===== src/rtl/jtframe_sdram_pkg.sv =====
// Shared types and widths for the jtframe SDRAM read-port arbiter.
//   ADDRW    : SDRAM word address width
//   DATAW    : SDRAM read data width
//   arb_st_t : arbiter FSM states
package jtframe_sdram_pkg;

  localparam int unsigned ADDRW = 22;
  localparam int unsigned DATAW = 32;

  typedef enum logic [1:0] {
    IDLE,
    WAIT_ACK,
    WAIT_RDY
  } arb_st_t;

endpackage


===== src/rtl/jtframe_rr_pick.sv =====
// Combinational round-robin encoder.
// Searches req starting at ptr+1, wrapping, and ends with ptr itself, so the
// slot granted last has the lowest priority.
//   req    : request vector, one bit per slot
//   ptr    : index of the slot granted last
//   winner : index of the selected slot (0 when nothing is found)
//   found  : at least one request bit is set
module jtframe_rr_pick #(
  parameter int unsigned NREQ = 4
) (
  input  logic [NREQ-1:0]         req,
  input  logic [$clog2(NREQ)-1:0] ptr,
  output logic [$clog2(NREQ)-1:0] winner,
  output logic                    found
);

  localparam int unsigned IDXW = $clog2(NREQ);

  int idx;

  // Walk the distances from farthest to nearest; the last hit written is the
  // nearest set bit after ptr, which is the round-robin winner.
  always_comb begin
    winner = '0;
    found  = 1'b0;
    idx    = 0;
    for (int k = int'(NREQ); k >= 1; k--) begin
      idx = (int'(ptr) + k) % int'(NREQ);
      if (req[IDXW'(idx)]) begin
        winner = IDXW'(idx);
        found  = 1'b1;
      end
    end
  end

endmodule


===== src/rtl/jtframe_sdram_arb.sv =====
// Round-robin arbiter sharing the SDRAM controller read port between NREQ ROM
// requesters. Lives in the clk_rom domain. With HIT_EN set, a read of the last
// word fetched is answered from the output register without an SDRAM access.
//   clk_rom, rst          : clock, asynchronous active-high reset
//   slot_req/slot_addr    : per-slot level request and packed 22-bit address
//   slot_ok/slot_dout     : one-cycle data-valid pulse and shared read data
//   sdram_req/sdram_ack   : address handshake towards the controller
//   sdram_addr            : address presented to the controller
//   data_read/data_rdy    : read data return from the controller
//   loop_rst              : controller in init loop, aborts any transaction
//   downloading           : ROM download active, blocks new grants
module jtframe_sdram_arb
  import jtframe_sdram_pkg::*;
#(
  parameter int unsigned NREQ   = 4,
  parameter bit          HIT_EN = 1'b1
) (
  input  logic                  clk_rom,
  input  logic                  rst,
  input  logic [NREQ-1:0]       slot_req,
  input  logic [NREQ*ADDRW-1:0] slot_addr,
  output logic [NREQ-1:0]       slot_ok,
  output logic [DATAW-1:0]      slot_dout,
  output logic                  sdram_req,
  input  logic                  sdram_ack,
  output logic [ADDRW-1:0]      sdram_addr,
  input  logic [DATAW-1:0]      data_read,
  input  logic                  data_rdy,
  input  logic                  loop_rst,
  input  logic                  downloading
);

  localparam int unsigned IDXW = $clog2(NREQ);

  arb_st_t          state;
  logic [IDXW-1:0]  ptr;
  logic [IDXW-1:0]  winner;
  logic             hit_valid;
  logic [ADDRW-1:0] last_addr;

  logic [NREQ-1:0]  cand;
  logic [IDXW-1:0]  pick;
  logic             pick_found;
  logic [ADDRW-1:0] pick_addr;
  logic             pick_hit;
  logic [NREQ-1:0]  pick_mask;
  logic [NREQ-1:0]  win_mask;

  // A slot whose ok is pulsing this cycle is still shown as requesting, since
  // the requester only reacts to ok on the next edge; mask it out.
  assign cand = slot_req & ~slot_ok;

  jtframe_rr_pick #(
    .NREQ (NREQ)
  ) u_pick (
    .req    (cand),
    .ptr    (ptr),
    .winner (pick),
    .found  (pick_found)
  );

  always_comb begin
    pick_addr = slot_addr[ADDRW*32'(pick) +: ADDRW];
    pick_hit  = HIT_EN && hit_valid && (pick_addr == last_addr);
    pick_mask = '0;
    pick_mask[pick] = 1'b1;
    win_mask  = '0;
    win_mask[winner] = 1'b1;
  end

  always_ff @(posedge clk_rom or posedge rst) begin
    if (rst) begin
      state      <= IDLE;
      ptr        <= IDXW'(NREQ - 1);
      winner     <= '0;
      sdram_req  <= 1'b0;
      sdram_addr <= '0;
      slot_ok    <= '0;
      slot_dout  <= '0;
      hit_valid  <= 1'b0;
      last_addr  <= '0;
    end else begin
      slot_ok <= '0;
      if (loop_rst) begin
        // Controller restarted: drop whatever was in flight. The requester
        // still holds slot_req and is granted again afterwards.
        state     <= IDLE;
        sdram_req <= 1'b0;
        hit_valid <= 1'b0;
      end else begin
        unique case (state)
          IDLE: begin
            if (!downloading && pick_found) begin
              ptr    <= pick;
              winner <= pick;
              if (pick_hit) begin
                slot_ok <= pick_mask;
              end else begin
                sdram_addr <= pick_addr;
                sdram_req  <= 1'b1;
                state      <= WAIT_ACK;
              end
            end
          end
          WAIT_ACK: begin
            if (sdram_ack) begin
              sdram_req <= 1'b0;
              // Data may arrive on the ack cycle; skip WAIT_RDY then.
              if (data_rdy) begin
                slot_dout <= data_read;
                last_addr <= sdram_addr;
                hit_valid <= 1'b1;
                slot_ok   <= win_mask;
                state     <= IDLE;
              end else begin
                state <= WAIT_RDY;
              end
            end
          end
          WAIT_RDY: begin
            if (data_rdy) begin
              slot_dout <= data_read;
              last_addr <= sdram_addr;
              hit_valid <= 1'b1;
              slot_ok   <= win_mask;
              state     <= IDLE;
            end
          end
          default: state <= IDLE;
        endcase
        // ROM contents are being rewritten, so the cached word is stale.
        if (downloading) hit_valid <= 1'b0;
      end
    end
  end

endmodule


===== config.mk =====
export PLATFORM = sky130hd
export DESIGN_NAME = jtframe_sdram_arb
export DESIGN_NICKNAME = d
export VERILOG_FILES = /design/src/rtl/jtframe_sdram_pkg.sv /design/src/rtl/jtframe_rr_pick.sv /design/src/rtl/jtframe_sdram_arb.sv
export SDC_FILE = /design/constraint.sdc
export NUM_CORES = 1
export LEC_CHECK = 0
export CORE_UTILIZATION = 42
export DETAILED_ROUTE_END_ITERATION = 6
export PLACE_DENSITY = 0.75
export SYNTH_ARGS = -nofsm -noshare
export SYNTH_HDL_FRONTEND = slang
export SYNTH_SLANG_ARGS = --single-unit
export TNS_END_PERCENT = 10

===== constraint.sdc =====
create_clock -name clk_rom -period 3.1 [get_ports clk_rom]
set_input_delay 0.93 -clock clk_rom [delete_from_list [all_inputs] [get_ports clk_rom]]
set_output_delay 0.93 -clock clk_rom [all_outputs]
set_load 0.01 [all_outputs]

* Yosys cells after proc, flatten, opt, wreduce, memory -nomap -nowiden
Index checks and enable logic that the tools add are counted.
Cells by class: reductions and logical operators 15, equality and inequality tests 9, multipliers 1, order comparisons 8, mux-type cells 53, div/mod/pow operators 0, add/subtract/negate cells 4, shift operators 1, bitwise operators 4
Operators by type and width (number):
- $shiftx 88x8->22 | 1
- $mux 32 | 2
- $pmux 32 s2 | 1
- $mux 22 | 2
- $pmux 22 s2 | 1
- $eq 22x22->1 | 1
- $mux 1 | 22
- $mux 2 | 10
- $mux 4 | 5
- $lt 2x4->1 const B | 4
- $ne 3x3->1 const B | 4
- $pmux 4 s3 | 1
- $reduce_and 4->1 | 3
- $bmux 1 s2 | 4
- $lt 2x3->1 const B | 2
- $mul 4x2->6 const A | 1
- $pmux 2 s3 | 1
- $reduce_and 3->1 | 2
- $add 2x1->2 const B | 2
- $add 2x2->2 const B | 2
- $and 4x4->4 | 1
- $demux 1 s2 | 2
- $ge 2x1->1 const B | 2
- $logic_and 1x1->1 | 4
- 13 further kinds | 15
Storage, ports and cells: output and inout bits 59, latch bits 0, bits of input ports 130, bits in writable memories 0, memories kept 0, logic and storage cells 104, flip-flop bits (word level) 88, bits in read-only memories 0

* Longest topological paths before layout
Gate-level depths: netlist (run 1).
depth after elaboration 17, depth in mapped cells 14, mapped depth without buffers 9

* Cells and area by module
Synthesis (run 1) repeated with hierarchy kept, for this count alone.
Unflattened totals: cell total of the unflattened synthesis 390, area, all modules 4725.8 sq um
Modules (own cells, without submodules):
- jtframe_sdram_arb | area each 4634.4 sq um, seq. area each 2204.6 sq um, instances 1, cells each 376
- jtframe_rr_pick | area each 91.3 sq um, seq. area each 0.0 sq um, instances 1, cells each 14

* Least setup slack after synthesis (run 1)
No wires, ideal clock.
path kind input to register, start point in slot_req[0], end point reg sdram_addr[0], data required time 2975 ps, arrival time 3563 ps, buffers on the path 3, path slack -588 ps, library setup time 125 ps, stages on the path 12, path through nor2b_1 o221ai_1 buf_2 nand2_1 buf_2 a2111o_1 o2111ai_1 o21ai_0 nor4_2 a21oi_2 buf_6 mux2_4
On the way: cells in the longest elaborated chain, start to end 14, elaborated cells on any way between the ends 28, those cells by class 1 x mul; 1 x eq/ne; 1 x shift; 20 x mux; 2 x bitwise; 3 x reduce/logical
RTL lines:
- start, declared | RTL line jtframe_sdram_arb.sv:20 | input logic [NREQ-1:0] slot_req,
- $and 4x4->4 (*) | RTL line jtframe_sdram_arb.sv:51 | assign cand = slot_req & ~slot_ok;
- $bmux 1 s2 | RTL line jtframe_rr_pick.sv:29 | if (req[IDXW'(idx)]) begin
- $mux 1 (implied by the code) (2 in series) | RTL line jtframe_rr_pick.sv:29
- $mux 2 (4 in series) | RTL line jtframe_rr_pick.sv:29
- $mul 4x2->6 | RTL line jtframe_sdram_arb.sv:63 | pick_addr = slot_addr[ADDRW*32'(pick) +: ADDRW];
- $shiftx 88x8->22 | RTL line jtframe_sdram_arb.sv:63
- $eq 22x22->1 | RTL line jtframe_sdram_arb.sv:64 | pick_hit = HIT_EN && hit_valid && (pick_addr == last_addr);
- $logic_and 1x1->1 | RTL line jtframe_sdram_arb.sv:64
- $not 1->1 (no line)
- $reduce_and 4->1 (no line)
- end signal, assigned | RTL line jtframe_sdram_arb.sv:99 | sdram_addr <= pick_addr;
- end, declared | RTL line jtframe_sdram_arb.sv:26 | output logic [ADDRW-1:0] sdram_addr,
Every way passes the cells marked *; elsewhere a longest branch is shown, timed or not. The select of a mux whose other input is x is not followed. A chain may end at the register's enable or synchronous reset.

* Worst setup path after layout (run 1)
start point in slot_req[0], end point reg sdram_addr[15]
The elaborated chain is that of the path after synthesis.

==> flow_metrics.env, run 1 <==
export IMPL_violations="negative setup slack"
export IMPL_post_route_util_pct=73.8
export IMPL_cts_clk_slew_worst_paths_ns=0.07
export IMPL_crit_start="slot_req[0]"
export IMPL_synthSimpleGateAreaFrac_pct=17.2
export IMPL_status="finished, violations left"
export IMPL_cts_tree="built"
export IMPL_ys_types=61
export IMPL_drive_above_1_share_pct=33.7
export IMPL_drt_first_iter_violations=402
export IMPL_rsz0062_at_grt="yes"
export IMPL_worst_path_buf_inv=8
export IMPL_numPortBuffers=188
export IMPL_grt_pass1_vias=6102
export IMPL_cts_sinks=88
export IMPL_critical_path_arrival_ns=3.93
export IMPL_slew_headroom_pct=60.0
export IMPL_synth_seq_cells=88
export IMPL_syn_inst=533
export IMPL_synth_fa_ha_area_share_pct=0.919
export IMPL_clock_fmax_mhz=271
export IMPL_placementRows=41
export IMPL_grt_max_degree=78
export IMPL_postRouteWirelength_um=19600
export IMPL_period_minus_slack_ns=3.69
export IMPL_start_util_pct=43.2
export IMPL_drcViolationCount=0
export IMPL_synth_compound_area_share_pct=19.8
export IMPL_fin_ws_ns=-0.592
export IMPL_diodes=0
export IMPL_die_area_um2=13400
export IMPL_h_tree_depth=3
export IMPL_cts_made_buffers=9
export IMPL_fillers=894
export IMPL_syn2layout_area_growth_pct=71.1
export IMPL_track_usage_pct=29.2
export IMPL_syn_area_um2=5450
export IMPL_hold_start="slot_dout[13]$_DFFE_PP0P_"
export IMPL_finalSetupViolations=29
export IMPL_finalHoldViolations=0
export IMPL_cap_viol_max_count=0
export IMPL_ios=189
export IMPL_synth_flop_cell="dfrtp_1"
export IMPL_p_sw_share_pct=35.7
export IMPL_crit_family="buffers and inverters"
export IMPL_synth_mux_area_share_pct=17.2
export IMPL_route_antenna_remaining_nets=0
export IMPL_synth_xor_area_share_pct=0.322
export IMPL_whs_path_depth=1
export IMPL_p_comb_share_pct=53.8
export IMPL_share_clk_of_total_power_pct=16.3
export IMPL_synthArstFlopShare_pct=100
export IMPL_ctsHoldBuffers=0
export IMPL_routabilityCongestion=0.922
export IMPL_clockBufferDepth=2
export IMPL_vias=5879
export IMPL_nets=958
export IMPL_synth_top_family_by_area="compound AO/OA/AOI/OAI gates"
export IMPL_timing_setup_tns_ns=-15.70
export IMPL_cpPeakStageDelay_ns=0.41
export IMPL_syn_mean_instance_area_um2=10.2
export IMPL_end_kind="flop"
export IMPL_die_w_um=116
export IMPL_fp_dieH_um=116
export IMPL_pwr_density_cell_nw_per_um2=744
export IMPL_r2r_slack_ns=-0.49
export IMPL_hpwl_um=13500
export IMPL_wire_per_inst_um=19.5
export IMPL_p_seq_share_pct=30.0
export IMPL_required_ns=3.34
export IMPL_yosysWarnings=0
export IMPL_cts_root_buf="clkbuf_16"
export IMPL_r2r_end="sdram_addr[15]$_DFFE_PP0P_"
export IMPL_worst_skew_pair_late_latency_ns=0.35
export IMPL_multiInputGateArea_um2=3380
export IMPL_slowest_stage="or4_1"
export IMPL_min_to="slot_dout[13]$_DFFE_PP0P_"
export IMPL_worst_ir_drop_vdd_uv=586
export IMPL_crit_fanout=9
export IMPL_synth_edf_count=0
export IMPL_hp_class="flop to flop"
export IMPL_r2r_worst_path_cells=15
export IMPL_hold_worst_slack_ns=0.506
export IMPL_leakage_uw=0.00403
export IMPL_critPathLaunchType="input pin"
export IMPL_via_per_inst=5.87
export IMPL_finalMaxSlewViolations=0
export IMPL_core_um2=12600
export IMPL_finClkSkew_ns=0.00879
export IMPL_p_sw_uw=2480
export IMPL_gr_total_overflow=0
export IMPL_worst_setup_path_type="input pin to flop"
export IMPL_rr_startpoint="ptr[1]$_DFFE_PP1P_"
export IMPL_worstMarginPinSlew_ns=0.592
export IMPL_synth_fp_nets=667
export IMPL_worstPathCellList="buf_2 -> and3b_2 -> o311ai_4 -> buf_6 -> nor2_4 -> buf_12 -> buf_4 -> buf_4 -> or4_1 -> nand4_1 -> nand4_1 -> nor4_2 -> buf_4 -> a21oi_4 -> buf_12 -> buf_12 -> mux2_4"
export IMPL_period_share_pct=119
export IMPL_ff_latch_area_um2=2200
export IMPL_synth_seq_area_share_pct=40.5
export IMPL_antenna_found_initial=0
export IMPL_internal_power_uw=4460
export IMPL_grt_pass1_wl_um=29800
export IMPL_drt_first_pass_iters=5
area by class of cell:
type,count,share of cell area [%]
multi-input combinational,397,36.3
timing repair buffer,316,34.0
sequential,88,23.7
clock buffer,10,2.46
tap,172,2.31
clock inverter,6,0.806
inverter,12,0.497
per-stage QoR:
stage | total power (uW) | instance area (um^2) | cells | setup WS (ns)
2_1_floorplan | 3580 | 5500 | 533 | -0.509
3_3_place_gp | 5100 | 8290 | 955 | -1.22
3_5_place_dp | 5210 | 8290 | 955 | -1.33
4_1_cts | 6830 | 9260 | 998 | -0.516
5_1_grt | 7270 | 9320 | 1001 | -0.678
6_report | 6940 | 9320 | 1001 | -0.592
layout by cell type (no fill, tap or decap), drive strengths merged, types with 13 or more instances in the layout:
cell / n
mux2: 72
nor2: 23
buf: 130
and3: 36
dfrtp: 86
a21boi: 22
a21oi: 13
nand3: 20
nand2: 25
clkdlybuf4s50: 184
o21ai: 33
inv: 14
timing repair:
| action | 4_1_cts | 5_1_grt |
|---|---|---|
| pin swaps | 35 | 12 |
| cloned | 6 | 0 |
| resized for setup | 104 | 10 |
| setup buffers | 22 | 4 |
| hold endpoints to repair | 0 | 0 |
| endpoints found under the setup margin | 29 | 29 |
logic make-up (layout without fill, tap and decap cells):
kind of cell	after synthesis	count (layout)
and+or+nand+nor	164	165
AOI/OAI and AO/OA	148	148
DFF	88	88
muxes	78	78
buffers and inverters	49	344
adders and majority gates	4	4
xor gates and xnor gates	2	2
worst reg2reg max path: cells and delay by family (launching register included):
kind            cells  cell delay [ns]
mux                 1             0.30
simple gates        4             1.29
buf+inv             6             0.87
flops               1             0.57
compound gates      4             0.45
worst max-delay path by stage:
stage	to	slack, ns	depth (start not counted)
finish	sdram_addr[15]$_DFFE_PP0P_	-0.59	17
floorplan	sdram_addr[0]$_DFFE_PP0P_	-0.51	11
global placement	sdram_addr[8]$_DFFE_PP0P_	-1.22	13
CTS	sdram_addr[13]$_DFFE_PP0P_	-0.52	16
detailed placement	sdram_addr[13]$_DFFE_PP0P_	-1.33	13
global route	sdram_addr[13]$_DFFE_PP0P_	-0.68	15
sequential cells by signal (all words and copies together) (netlist names):
register / count
sdram_addr: 22
state: 2
sdram_req: 1
last_addr: 22
slot_ok: 4
winner: 2
slot_dout: 32
hit_valid: 1
ptr: 2
layer usage:
layer | wire, um | global-route usage (%) | part of all wire, %
met2 | 9840 | 50.6 | 50
met5 | 0 | 0 | 0
met4 | 765 | 15.6 | 3.9
met1 | 7610 | 33.8 | 39
met3 | 1340 | 6.01 | 6.9
cells in the mapped netlist, drive strengths merged, types with 2 or more instances:
library cell | number | area, um^2
a2111o | 8 | 90.1
a2111oi | 4 | 35.0
a211o | 2 | 17.5
a211oi | 12 | 90.1
a21boi | 22 | 165
a21oi | 13 | 68.8
a311oi | 2 | 17.5
a31oi | 5 | 31.3
and3 | 36 | 225
buf | 13 | 87.6
clkbuf | 24 | 90.1
dfrtp | 86 | 2150
dfstp | 2 | 52.6
ha | 4 | 50.1
inv | 12 | 45.0
mux2 | 72 | 878
mux2i | 6 | 60.1
nand2 | 25 | 93.8
nand2b | 8 | 50.1
nand3 | 20 | 100
nand4 | 6 | 37.5
nor2 | 23 | 86.3
nor2b | 3 | 18.8
nor3 | 5 | 25.0
nor3b | 2 | 20.0
nor4 | 6 | 58.8
o2111ai | 10 | 87.6
o211a | 8 | 80.1
o211ai | 10 | 75.1
o21a | 3 | 22.5
o21ai | 33 | 165
o221a | 2 | 22.5
o22ai | 6 | 37.5
o31a | 2 | 17.5
or3 | 12 | 75.1
or4 | 11 | 86.3
xor2 | 2 | 17.5
power by group through the flow:
stage	sequential, uW	combinational (uW)	clock, uW
3_5_place_dp	2080	3130	0
4_1_cts	2070	3630	1140
3_3_place_gp	2050	3040	0
6_report	2080	3730	1130
5_1_grt	2140	3940	1180
2_1_floorplan	2110	1460	0
Power figures use the tool's default switching activity.
==> run 2, diff against run 1 <==
- CORE_UTILIZATION: 42 -> 58
- DONT_BUFFER_PORTS: default -> 1
- PLACE_DENSITY: 0.75 -> 0.73
==> flow_metrics.env, run 2 (synthesized netlist as in run 1, its figures left out) <==
export IMPL_hpwl_um=11800
export IMPL_cts_tree="built"
export IMPL_rsz0062_at_grt="yes"
export IMPL_slew_headroom_pct=61.3
export IMPL_met1_usage_pct=42.1
export IMPL_cts_clk_slew_worst_paths_ns=0.10
export IMPL_fin_ws_ns=-0.446
export IMPL_drt_first_iter_violations=306
export IMPL_finalSetupViolations=29
export IMPL_grt_max_degree=57
export IMPL_largestRegisters="slot_dout x32, last_addr x22, sdram_addr x22"
export IMPL_h_tree_depth=3
export IMPL_nets=744
export IMPL_gr_total_overflow=0
export IMPL_period_minus_slack_ns=3.55
export IMPL_ctsHoldBuffers=0
export IMPL_use_met2_pct=58.6
export IMPL_numPortBuffers=0
export IMPL_fillers=602
export IMPL_finalHoldViolations=0
export IMPL_finalMaxSlewViolations=0
export IMPL_drt_first_pass_iters=5
export IMPL_postRouteWirelength_um=16700
export IMPL_route_antenna_remaining_nets=0
export IMPL_critPathLaunchType="input pin"
export IMPL_clock_fmax_mhz=282
export IMPL_start_util_pct=61.3
export IMPL_syn2layout_area_growth_pct=26.4
export IMPL_die_area_um2=9780
export IMPL_grt_busiest_layer="met2"
export IMPL_cts_sinks=88
export IMPL_drive_above_1_share_pct=39.8
export IMPL_core_um2=8890
export IMPL_die_w_um=98.9
export IMPL_max_flop_register="slot_dout"
export IMPL_grt_pass1_wl_um=25900
export IMPL_crit_fanout=20
export IMPL_use_met3_pct=8.87
export IMPL_placementRows=34
export IMPL_cts_made_buffers=9
export IMPL_pwr_density_cell_nw_per_um2=813
export IMPL_clockBufferDepth=2
export IMPL_power_uw=5600
export IMPL_cts_root_buf="clkbuf_8"
export IMPL_grt_pass1_vias=4937
export IMPL_pre_cts_ws_ns=-0.904
export IMPL_critical_path_arrival_ns=3.80
export IMPL_routabilityCongestion=0.898
export IMPL_largest_reg_flops=32
export IMPL_drcViolationCount=0
export IMPL_stdcell_count=724
export IMPL_post_route_util_pct=77.4
export IMPL_leakage_uw=0.00305
export IMPL_period_share_pct=114
export IMPL_track_usage_pct=34.3
export IMPL_violations="negative setup slack"
export IMPL_required_ns=3.36
export IMPL_worst_setup_path_type="input pin to flop"
export IMPL_cap_viol_max_count=0
export IMPL_finClkSkew_ns=0.0165
export IMPL_worst_skew_pair_late_latency_ns=0.37
export IMPL_fp_dieH_um=98.9
export IMPL_dp_cells=686
export IMPL_hp_class="input pin to asynchronous set/reset pin"
export IMPL_status="finished, violations left"
export IMPL_antenna_found_initial=1
export IMPL_via_per_inst=6.75
export IMPL_final_common_cell="dfrtp_1"
export IMPL_end_kind="flop"
export IMPL_worstMarginPinSlew_ns=0.580
export IMPL_final_cell_mix="86 x dfrtp_1, 79 x buf_4, 54 x mux2_2"
export IMPL_wire_per_inst_um=23.1
export IMPL_vias=4884
export IMPL_worst_ir_drop_vdd_uv=502
export IMPL_ios=189
[run 2: routing by layer]
layer | part of all wire, % | vias up | wire length (um)
met1 | 39 | 2413 | 6450
met4 | 2.4 | 0 | 393
li1 | - | 2198 | -
met5 | 0 | - | 0
met2 | 50 | 237 | 8410
met3 | 8.8 | 36 | 1470
[run 2: worst max-delay path, cell delays in order]
cell,delay (ns)
nand2b_1,0.12
buf_4,0.14
nand2_2,0.19
buf_8,0.24
and3_4,0.19
nor4_4,0.28
a2111oi_2,0.07
or4_4,0.58
nor4_4,0.40
a21oi_4,0.16
clkbuf_16,0.19
mux2_4,0.29
[run 2: report_power, final]
part	switching (uW)	internal [uW]	total [uW]
Clock	453	386	838
Sequential	657	1630	2290
Combinational	1130	1340	2470
[run 2: cell type report]
class | count | area [um^2] | area share (%)
antenna | 1 | 2.50 | 0.0364
clock buffer | 10 | 128 | 1.85
clock inverter | 6 | 76.3 | 1.11
inverter | 12 | 46.3 | 0.673
multi-input combinational | 396 | 3320 | 48.3
sequential | 88 | 2200 | 32.0
tap | 108 | 135 | 1.96
timing repair buffer | 103 | 967 | 14.1
[run 2: worst paths after layout]
kind,startpoint,to,slack (ns),cells after the start
min reg2reg,last_addr[16]$_DFFE_PP0P_,last_addr[16]$_DFFE_PP0P_,0.55,1
max reg2reg,ptr[1]$_DFFE_PP1P_,sdram_addr[19]$_DFFE_PP0P_,-0.43,14
min in group clk_rom,last_addr[16]$_DFFE_PP0P_,last_addr[16]$_DFFE_PP0P_,0.55,1
max,slot_req[3],sdram_addr[19]$_DFFE_PP0P_,-0.45,12
min,rst,slot_dout[27]$_DFFE_PP0P_,0.47,1
max in group asynchronous,rst,sdram_addr[2]$_DFFE_PP0P_,1.92,2
[run 2: metrics by stage]
stage / cell area, um^2 / TNS, ns / hold slack, ns
2_1_floorplan: 5500 / -21.09 / 0.487
3_3_place_gp: 6170 / -23.04 / 0.505
3_5_place_dp: 6170 / -24.53 / 0.524
4_1_cts: 6590 / -10.20 / 0.481
5_1_grt: 6880 / -14.26 / 0.520
6_report: 6880 / -11.17 / 0.470
[run 2: timing repair]
action / 4_1_cts / 5_1_grt
pin swaps: 11 / 24
setup endpoints to repair: 29 / 29
buffers inserted: 7 / 12
gates cloned: 2 / 1
resized for setup: 28 / 42
==> run 3, diff against run 2 <==
- RECOVER_POWER: default -> 25
==> flow_metrics.env, run 3 (synthesized netlist as in run 1, its figures left out) <==
export IMPL_internal_power_uw=3360
export IMPL_finalMaxSlewViolations=0
export IMPL_gr_total_overflow=0
export IMPL_leakage_uw=0.00304
export IMPL_routabilityCongestion=0.898
export IMPL_largestRegisters="slot_dout x32, last_addr x22, sdram_addr x22"
export IMPL_whs_path_depth=1
export IMPL_worst_ir_drop_vdd_uv=501
export IMPL_crit_fanout=20
export IMPL_syn2layout_area_growth_pct=26.1
export IMPL_track_usage_pct=34.3
export IMPL_power_uw=5600
export IMPL_die_area_um2=9780
export IMPL_clock_fmax_mhz=282
export IMPL_p_seq_share_pct=40.9
export IMPL_h_tree_depth=3
export IMPL_cts_sinks=88
export IMPL_finalSetupViolations=29
export IMPL_wire_per_inst_um=23.1
export IMPL_placementRows=34
export IMPL_grt_pass1_vias=4937
export IMPL_drt_first_iter_violations=274
export IMPL_cts_root_buf="clkbuf_8"
export IMPL_finClkSkew_ns=0.0146
export IMPL_grt_max_degree=57
export IMPL_grt_busiest_layer="met2"
export IMPL_vias=4920
export IMPL_antenna_found_initial=1
export IMPL_status="finished, violations left"
export IMPL_pre_cts_ws_ns=-0.904
export IMPL_cts_clk_slew_worst_paths_ns=0.09
export IMPL_hold_start="last_addr[16]$_DFFE_PP0P_"
export IMPL_rr_startpoint="ptr[1]$_DFFE_PP1P_"
export IMPL_worst_setup_path_type="input pin to flop"
export IMPL_start_util_pct=61.3
export IMPL_pwr_density_cell_nw_per_um2=815
export IMPL_core_um2=8890
export IMPL_worstMarginPinSlew_ns=1.40
export IMPL_ctsHoldBuffers=0
export IMPL_max_flop_register="slot_dout"
export IMPL_via_per_inst=6.80
export IMPL_final_common_cell="dfrtp_1"
export IMPL_hp_class="flop to flop"
export IMPL_nets=744
export IMPL_p_sw_uw=2240
export IMPL_min_to="last_addr[16]$_DFFE_PP0P_"
export IMPL_slew_headroom_pct=6.06
export IMPL_grt_pass1_wl_um=25900
export IMPL_end_kind="flop"
export IMPL_fillers=604
export IMPL_rsz0062_at_grt="yes"
export IMPL_cts_made_buffers=9
export IMPL_cap_viol_max_count=0
export IMPL_route_antenna_remaining_nets=0
export IMPL_fp_dieH_um=98.9
export IMPL_r2r_worst_path_cells=14
export IMPL_post_route_util_pct=77.2
export IMPL_fin_ws_ns=-0.448
export IMPL_p_sw_share_pct=40.0
export IMPL_largest_reg_flops=32
export IMPL_p_comb_share_pct=44.0
export IMPL_worst_skew_pair_late_latency_ns=0.37
export IMPL_met1_usage_pct=42.1
export IMPL_violations="negative setup slack"
export IMPL_required_ns=3.36
export IMPL_r2r_slack_ns=-0.44
export IMPL_cts_tree="built"
export IMPL_share_clk_of_total_power_pct=15.0
export IMPL_use_met3_pct=8.87
export IMPL_drcViolationCount=0
export IMPL_final_cell_mix="86 x dfrtp_1, 79 x buf_4, 54 x mux2_2"
export IMPL_finalHoldViolations=0
export IMPL_numPortBuffers=0
export IMPL_critical_path_arrival_ns=3.81
export IMPL_period_share_pct=114
export IMPL_clockBufferDepth=2
export IMPL_r2r_end="sdram_addr[19]$_DFFE_PP0P_"
export IMPL_postRouteWirelength_um=16700
export IMPL_use_met2_pct=58.6
export IMPL_critPathLaunchType="input pin"
export IMPL_ios=189
export IMPL_period_minus_slack_ns=3.55
export IMPL_drt_first_pass_iters=5
export IMPL_hpwl_um=11800
export IMPL_die_w_um=98.9
export IMPL_drive_above_1_share_pct=39.8
==> run 3: cell count changes in the layout (fill, tap and decap cells not counted) <==
cell,delta
clkinv_2,-1
buf_2,+1
clkinvlp_2,+1
buf_12,-1
==> run 3: layout make-up <==
type | instances | area (um^2) | area share [%]
inverter | 12 | 46.3 | 0.674
timing repair buffer | 103 | 952 | 13.9
antenna | 1 | 2.50 | 0.0364
clock inverter | 6 | 76.3 | 1.11
sequential | 88 | 2200 | 32.1
clock buffer | 10 | 128 | 1.86
tap | 108 | 135 | 1.97
multi-input combinational | 396 | 3320 | 48.4
==> run 3: per-layer routing <==
metal,vias to the layer above,wire (um)
met1,2437,6410
li1,2197,-
met5,-,0
met4,0,388
met3,38,1470
met2,248,8460
==> run 3: worst max-delay path by stage <==
stage,start,endpoint,slack [ns],depth (start not counted)
6_report,slot_req[3],sdram_addr[19]$_DFFE_PP0P_,-0.45,12
5_1_grt,slot_ok[1]$_DFF_PP0_,sdram_addr[14]$_DFFE_PP0P_,-0.55,15
4_1_cts,ptr[1]$_DFFE_PP1P_,sdram_addr[20]$_DFFE_PP0P_,-0.41,14
3_5_place_dp,slot_req[2],sdram_addr[3]$_DFFE_PP0P_,-0.90,12
3_3_place_gp,slot_req[2],sdram_addr[1]$_DFFE_PP0P_,-0.86,12
2_1_floorplan,slot_req[1],sdram_addr[0]$_DFFE_PP0P_,-0.51,11
==> run 3: timing repair <==
action | CTS | global route
pin swaps | 11 | 24
setup buffers | 7 | 12
gates resized for setup | 28 | 42
gates cloned | 2 | 1
endpoints found under the setup margin | 29 | 29
hold endpoints to repair | 0 | 0
==> run 3: worst max-delay path, cell delays in order <==
cell       delay [ns]
nand2b_1         0.12
buf_4            0.14
nand2_2          0.19
buf_8            0.24
and3_4           0.20
nor4_4           0.28
a2111oi_2        0.07
or4_4            0.58
nor4_4           0.40
a21oi_4          0.16
clkbuf_16        0.19
mux2_4           0.29
==> run 3: power groups by stage <==
stage,Sequential [uW],Combinational (uW),Clock [uW]
final,2290,2460,842
after detailed placement,2280,2060,0
after floorplan,2110,1460,0
after CTS,2270,2240,842
after global routing,2350,2650,886
after global placement,2250,1980,0
==> run 3: metrics by stage <==
stage / cells / TNS (ns) / hold WS [ns] / cell area (um^2)
6_report: 724 / -11.22 / 0.553 / 6870
5_1_grt: 724 / -14.26 / 0.580 / 6870
4_1_cts: 711 / -10.20 / 0.481 / 6590
3_5_place_dp: 686 / -24.53 / 0.524 / 6170
3_3_place_gp: 686 / -23.04 / 0.505 / 6170
2_1_floorplan: 533 / -21.09 / 0.487 / 5500
